$ cat src/rtl/cache_controller.sv
// Write-through, no-write-allocate cache controller with zero-wait read hits.
// It also keeps saturating hit and miss counters.
module cache_controller #(
    parameter int ADDR_WIDTH = 10,
    parameter int CNT_WIDTH  = 16
) (
    input  logic                  clk,
    input  logic                  reset_n,
    input  logic                  p_read,
    input  logic                  p_write,
    input  logic [ADDR_WIDTH-1:0] A,
    input  logic                  cache_hit,
    input  logic                  mem_ready,
    output logic                  p_stall,
    output logic                  cache_we,
    output logic                  cache_fill,
    output logic                  mem_rd,
    output logic                  mem_wr,
    output logic [ADDR_WIDTH-1:0] mem_addr,
    output logic [CNT_WIDTH-1:0]  hit_count,
    output logic [CNT_WIDTH-1:0]  miss_count
);

    localparam logic [2:0] S_IDLE      = 3'd0;
    localparam logic [2:0] S_FETCH     = 3'd1;
    localparam logic [2:0] S_FILL      = 3'd2;
    localparam logic [2:0] S_WRITE_MEM = 3'd3;
    localparam logic [2:0] S_DONE      = 3'd4;

    localparam logic [CNT_WIDTH-1:0] CNT_ONE = {{(CNT_WIDTH-1){1'b0}}, 1'b1};

    logic [2:0]            r_state;
    logic [2:0]            w_state_next;
    logic [ADDR_WIDTH-1:0] r_mem_addr;
    logic [ADDR_WIDTH-1:0] w_mem_addr_next;
    logic [CNT_WIDTH-1:0]  r_hit_count;
    logic [CNT_WIDTH-1:0]  r_miss_count;
    logic                  w_hit_inc;
    logic                  w_miss_inc;

    // Write wins over a simultaneous read; A is only looked at in IDLE.
    always_comb begin
        w_state_next    = r_state;
        w_mem_addr_next = r_mem_addr;
        w_hit_inc       = 1'b0;
        w_miss_inc      = 1'b0;
        case (r_state)
            S_IDLE: begin
                if (p_write) begin
                    w_mem_addr_next = A;
                    w_hit_inc       = cache_hit;
                    w_miss_inc      = ~cache_hit;
                    w_state_next    = S_WRITE_MEM;
                end else if (p_read) begin
                    if (cache_hit) begin
                        w_hit_inc = 1'b1;
                    end else begin
                        w_mem_addr_next = {A[ADDR_WIDTH-1:2], 2'b00};
                        w_miss_inc      = 1'b1;
                        w_state_next    = S_FETCH;
                    end
                end
            end
            S_FETCH:     if (mem_ready) w_state_next = S_FILL;
            S_FILL:      w_state_next = S_IDLE;
            S_WRITE_MEM: if (mem_ready) w_state_next = S_DONE;
            S_DONE:      w_state_next = S_IDLE;
            default:     w_state_next = S_IDLE;
        endcase
    end

    always_ff @(posedge clk or negedge reset_n) begin
        if (!reset_n) begin
            r_state      <= S_IDLE;
            r_mem_addr   <= '0;
            r_hit_count  <= '0;
            r_miss_count <= '0;
        end else begin
            r_state    <= w_state_next;
            r_mem_addr <= w_mem_addr_next;
            if (w_hit_inc && (r_hit_count != '1)) begin
                r_hit_count <= r_hit_count + CNT_ONE;
            end
            if (w_miss_inc && (r_miss_count != '1)) begin
                r_miss_count <= r_miss_count + CNT_ONE;
            end
        end
    end

    always_comb begin
        case (r_state)
            S_IDLE:  p_stall = p_write | (p_read & ~cache_hit);
            S_DONE:  p_stall = 1'b0;
            default: p_stall = 1'b1;
        endcase
    end

    // Gated by reset so a held write cannot touch the array while in reset.
    assign cache_we   = reset_n & (r_state == S_IDLE) & p_write & cache_hit;
    assign cache_fill = (r_state == S_FILL);
    assign mem_rd     = (r_state == S_FETCH);
    assign mem_wr     = (r_state == S_WRITE_MEM);
    assign mem_addr   = r_mem_addr;
    assign hit_count  = r_hit_count;
    assign miss_count = r_miss_count;

endmodule
$ cat config.mk
export PLATFORM = sky130hd
export DESIGN_NAME = cache_controller
export DESIGN_NICKNAME = d
export VERILOG_FILES = /design/src/rtl/cache_controller.sv
export SDC_FILE = /design/constraint.sdc
export NUM_CORES = 1
export LEC_CHECK = 0
export ABC_AREA = 1
export CAP_MARGIN = 10
export CORE_ASPECT_RATIO = 0.9
export CORE_UTILIZATION = 40
export DETAILED_ROUTE_END_ITERATION = 10
export PLACE_DENSITY_LB_ADDON = 0.12
export SETUP_SLACK_MARGIN = 0.2
export SLEW_MARGIN = 20
export SYNTH_ARGS = -nofsm -noshare
export SYNTH_HDL_FRONTEND = slang
export SYNTH_SLANG_ARGS = --single-unit
$ cat constraint.sdc
create_clock -name clk -period 1.5 [get_ports clk]
set_clock_uncertainty 0.05 [all_clocks]
set_input_delay 0.3 -clock clk [delete_from_list [all_inputs] [get_ports clk]]
set_output_delay 0.3 -clock clk [all_outputs]
set_load 0.01 [all_outputs]
==> results of run 1 <==
flip-flops by register name, summed over array words and instances (netlist names):
signal,flops
hit_count,16
mem_addr,10
miss_count,16
r_state,3
kinds of logic after synthesis:
logic type,after synthesis
AOI/OAI and AO/OA,17
adders and majority gates,2
DFF,45
xor gates and xnor gates,14
buffers and inverters,42
and+or+nand+nor,247
cell type report:
type,instances,share of cell area [%]
clock inverters,3,0.499
clock buffers,5,1.52
flip-flops and latches,45,25.2
inverters,36,3.13
repair buffers,167,34.1
multi-input cells,281,33.2
well taps,87,2.41
routing by layer:
layer  vias up  share of wire, %  GRT usage [%]
met3        10               5.6           5.05
met4         0               1.0           4.75
met5         -                 0              0
li1       1488                 -              -
met1      1360                45           32.1
met2        85                48           40.2
worst max-delay path, stage by stage (launching register included):
cell and delay, ps:
dfrtp_1 400, inv_2 80, nand3_4 90, or2_4 250, nand3_2 70, buf_6 100
Yosys cell counts:
| master | n |
|---|---|
| a21oi_1 | 4 |
| buf_2 | 2 |
| buf_6 | 4 |
| clkinv_1 | 2 |
| dfrtp_1 | 45 |
| ha_1 | 2 |
| inv_1 | 31 |
| inv_2 | 3 |
| nand2_1 | 164 |
| nand3_1 | 20 |
| nand3_2 | 3 |
| nand4_1 | 14 |
| nor2_1 | 39 |
| nor2_2 | 1 |
| nor2_4 | 2 |
| nor3_1 | 1 |
| nor3_4 | 2 |
| o21ai_0 | 11 |
| o21ai_2 | 2 |
| or2_2 | 1 |
| xnor2_1 | 8 |
| xor2_1 | 6 |
layout by cell type (no fill, tap or decap), types with 11 or more instances in the layout:
master / netlist / final
buf_4: 0 / 66
buf_6: 4 / 62
clkbuf_2: 0 / 11
clkdlybuf4s50_1: 0 / 11
dfrtp_1: 45 / 36
inv_1: 31 / 28
nand2_1: 164 / 159
nand3_1: 20 / 15
nand4_1: 14 / 14
nor2_1: 39 / 29
power groups by stage:
stage / clock network (W) / logic, W / registers, W
2_1_floorplan: 0 / 0.000946 / 0.00186
3_3_place_gp: 0 / 0.00220 / 0.00171
3_5_place_dp: 0 / 0.00223 / 0.00173
4_1_cts: 0.000805 / 0.00268 / 0.00166
5_1_grt: 0.000851 / 0.00318 / 0.00169
6_report: 0.000780 / 0.00294 / 0.00167
final timing paths:
check / start / end / cells after the start
worst min-delay path: reset_n / mem_addr[4] / 2
min in group clk: mem_addr[1] / mem_addr[1] / 2
worst min register to register: mem_addr[1] / mem_addr[1] / 2
max in group asynchronous: reset_n / hit_count[0] / 2
worst max-delay path: r_state[1] / p_stall / 5
worst max register to register: r_state[1] / miss_count[4] / 11
stage by stage:
step	instances	utilization (%)	setup WS (ps)	power, W	setup TNS, ps
2_1_floorplan	367	-	78.1	0.00281	0
4_1_cts	616	71.1	-132	0.00514	-2310
6_report	624	72.6	-140	0.00539	-3380
5_1_grt	624	72.6	-213	0.00573	-6190
3_5_place_dp	564	61.7	-561	0.00396	-13320
3_3_place_gp	564	61.7	-547	0.00392	-11860
timing repair:
action	4_1_cts	5_1_grt
cloned	2	0
gates resized for setup	231	52
endpoints found under the setup margin	90	87
pin swaps	7	8
setup buffers	42	8
==> flow_summary.toml, run 1 <==
[layout]
final_nets = 554
syn2layout_area_growth_pct = 73.0
multi_input_area_um2 = 1500
design_area_um2 = 4510
diodes = 0
regArea_um2 = 1140
drive_gt1_share_pct = 40.4
nFillCells = 514

[setup_path]
start_kind = "flip-flop"
setup.worst_path.end_class = "output port"
regToRegSetupSlack_ps = -130
crit_type = "reg -> out"
cp.required_ps = 1150
crit_fanout = 3
worst_ep_arrival_time_ps = 1290

[logic_synthesis]
synth_compound_gate_area_share_pct = 3.55
synth-xor-area-share_pct = 4.70
ys_ff_latch = 45
netlist.area_leader.share_pct = 43.2
synthDistinctLibCells = 22
synth_mux_area_share_pct = 0
yosysTopAreaCell = "dfrtp_1"
synthSimpleGateAreaFrac_pct = 40.3
seq_area_frac_synth_pct = 43.2
syn_avg_cell_area_um2 = 7.11
yosysWarnings = 0
syn_nets = 385
synthTopCellsByArea = "dfrtp_1, nand2_1, nor2_1, inv_1, nand3_1"
synth_top_family_by_area = "simple AND/OR/NAND/NOR gates"
synthAdderAreaFrac_pct = 0.959
synth_area_um2 = 2610
syn_inst = 367

[clocking]
clk_latency_ps = 300
clk_pin_slew_worst_paths_ps = 90
postCtsHoldBufs = 0
cts_buffer_depth = 2
cts-buffers-inserted = 5
htreeDepth = 2
cts_sinks = 45
cts_tree = "built"
root_buffer = "clkbuf_8"

[worst_hold_path]
hp-class = "in -> async"

[grt]
grt_pass1_vias = 2822
grt-ovfl-total = 0
grt_pass1_wl_mm = 12.7
grt_usage_pct = 24.0
grt_start_max_net_pins = 46
antenna_found_initial = 0

[pwr]
p_per_area_nw_per_um2 = 1190
irDropWorstVdd_mv = 0.861
switching_share_pct = 37.5
p_int_w = 0.00337
clkPwrFrac_pct = 14.5
seq_power_share_pct = 30.9
combPwrFrac_pct = 54.6
leakage_nw = 2.24
power.switching_w = 0.00202

[timing]
fin_crit_ps = 1640
period_share_pct = 109
slew_violations = 0
rsz0062_at_grt = "true"
hold_viol_final = 0
setup_viol = 36
max-slew-margin-rel_pct = 60.7
max_freq_ghz = 0.610
tightest_slew_ps = 589
fin_hold_ws_ps = 72.1
setup_slack_ps = -140

[die]
ios = 63
start_util_pct = 42.0
core.rowCount = 27
die_h_um = 78.6
dieWidth_um = 87.1
coreArea_um2 = 6220
die-area_um2 = 6850

[routing]
routed_wl_mm = 7.89
routedWlPerCell_um = 12.6
dr.pass1.iters = 4
vias_per_cell = 4.72
vias = 2943
drt-initial-drc-count = 171
post-route-drc-count = 0
ant_nets = 0

[placement]
place_hpwl_mm = 4.86
globalplace.congestion = 0.885
place_area_um2 = 3830
io_buffers = 62

[outcome]
status = "finished, violations left"
violations = "negative setup slack"

[run]
cap_violations = 0
(Power assumes the default switching activity.)
==> run 2, diff against run 1 <==
CORE_ASPECT_RATIO = 2   (was 0.9)
==> run 2 against run 1 <==
  * The run still ends with negative setup slack left
  * Count of clock-buffer cells in the layout is the same
  * Critical path depth is the same
  * Core utilization shrank 1.4 points
  * First-iteration DRC count shrank 43%
  * Die area grew 0.28%
  * Worst hold slack gained 66 ps
  * Largest power group unchanged
==> flow_summary.toml, run 2 (synthesis gave the netlist of run 1 again) <==
[outcome]
status = "finished, violations left"
violations = "negative setup slack"

[pwr]
seq_power_share_pct = 28.6
switching_share_pct = 34.2
p_per_area_nw_per_um2 = 1320
total_power_w = 0.00593
clkPwrFrac_pct = 20.5
p_int_w = 0.00390
combPwrFrac_pct = 50.9
power.switching_w = 0.00203
irDropWorstVdd_mv = 0.851
leakage_nw = 2.20

[placement]
io_buffers = 62
placed_cells = 567
globalplace.congestion = 0.878
place_hpwl_mm = 5.61

[worst_hold_path]
hp-class = "in -> async"

[die]
dieWidth_um = 59.1
coreArea_um2 = 6310
start_util_pct = 41.3
die_h_um = 116
ios = 63
core.rowCount = 41
die-area_um2 = 6870

[routing]
vias = 2920
m1WireLength_mm = 2.72
post-route-drc-count = 0
dr.pass1.iters = 6
routed_wl_mm = 7.86
drt-initial-drc-count = 98
top_layer_used = "met4"
wl_met2_mm = 4.61
vias_per_cell = 4.81
wl_met3_um = 191
routedWlPerCell_um = 13.0
ant_nets = 0

[grt]
grt_start_max_net_pins = 46
grt-ovfl-total = 0
grt_pass1_vias = 2943
grt_pass1_wl_mm = 12.8
grt_usage_pct = 24.5
antenna_found_initial = 0

[timing]
rsz0062_at_grt = "true"
slew_violations = 0
tns_ps = -266
fin_crit_ps = 1630
period_share_pct = 109
max_freq_ghz = 0.613
hold_viol_final = 0
max-slew-margin-rel_pct = 61.0
fin_hold_ws_ps = 138
tightest_slew_ps = 585
setup_viol = 6
setup_slack_ps = -131

[setup_path]
setup.worst_path.end_class = "output port"
timing.rr.start = "r_state[0]"
worst_ep_arrival_time_ps = 1280
crit_type = "reg -> out"
cp.required_ps = 1150
r2r_cells = 7
start_kind = "flip-flop"
regToRegSetupSlack_ps = 0
crit_fanout = 4
rr_endpoint = "mem_addr[1]"

[layout]
diodes = 0
final_cell_mix = "nand2_1, buf_4, buf_6"
syn2layout_area_growth_pct = 72.3
instances_no_fill = 607
final_nets = 539
drive_gt1_share_pct = 36.9
final_common_cell = "nand2_1"

[clocking]
cts-buffers-inserted = 5
cts_tree = "built"
postCtsHoldBufs = 0
htreeDepth = 2
clk_latency_ps = 290
cts_sinks = 45
clk_pin_slew_worst_paths_ps = 60
root_buffer = "clkbuf_16"
cts_buffer_depth = 2

[run]
cap_violations = 0
## run 2: cell type report
| cell class | instances | area [um^2] |
|---|---|---|
| Clock buffer | 5 | 125 |
| Clock inverter | 2 | 35.0 |
| Fill cell | 522 | 1810 |
| Inverter | 36 | 141 |
| Multi-Input combinational cell | 280 | 1500 |
| Sequential cell | 45 | 1140 |
| Tap cell | 86 | 108 |
| Timing Repair Buffer | 153 | 1450 |
## run 2: power by group through the flow
stage / combinational, W / clock (W) / sequential [W]
floorplan: 0.000946 / 0 / 0.00186
CTS: 0.00285 / 0.00123 / 0.00169
detailed placement: 0.00226 / 0 / 0.00174
finish: 0.00302 / 0.00122 / 0.00170
global route: 0.00326 / 0.00128 / 0.00172
global placement: 0.00221 / 0 / 0.00173
## run 2: metrics by stage
step                setup WS [ps]  util [%]  instance area [um^2]
finish                       -131      71.2                  4500
global route                 -187      71.2                  4500
CTS                          -122      68.6                  4330
detailed placement           -685      61.2                  3860
global placement             -657      61.2                  3860
floorplan                    78.1         -                  2740
## run 2: metal layers
layer	vias to the layer above	GRT usage, %
met1	1376	23.2
met2	68	48.0
met3	25	3.10
li1	1451	-
met5	-	0
met4	0	13.8
## run 2: worst max-delay path, cell delays in order, from the launching register on
cell	delay (ps)
dfrtp_1	390
inv_2	90
nand3_4	100
or2_4	240
nand3_2	70
buf_6	110
## run 2: worst max-delay path by stage
stage / start / endpoint / slack [ps]
after CTS: r_state[0] / p_stall / -120
after global placement: cache_hit / p_stall / -660
final: r_state[0] / p_stall / -130
after global routing: r_state[0] / p_stall / -190
after detailed placement: cache_hit / p_stall / -690
after floorplan: miss_count[0] / miss_count[13] / 80
## run 2: what timing repair did
item / 4_1_cts / 5_1_grt
setup endpoints to repair: 91 / 78
gates resized for setup: 207 / 39
buffers inserted: 24 / 8
pin swaps: 5 / 6
gates cloned: 1 / 0
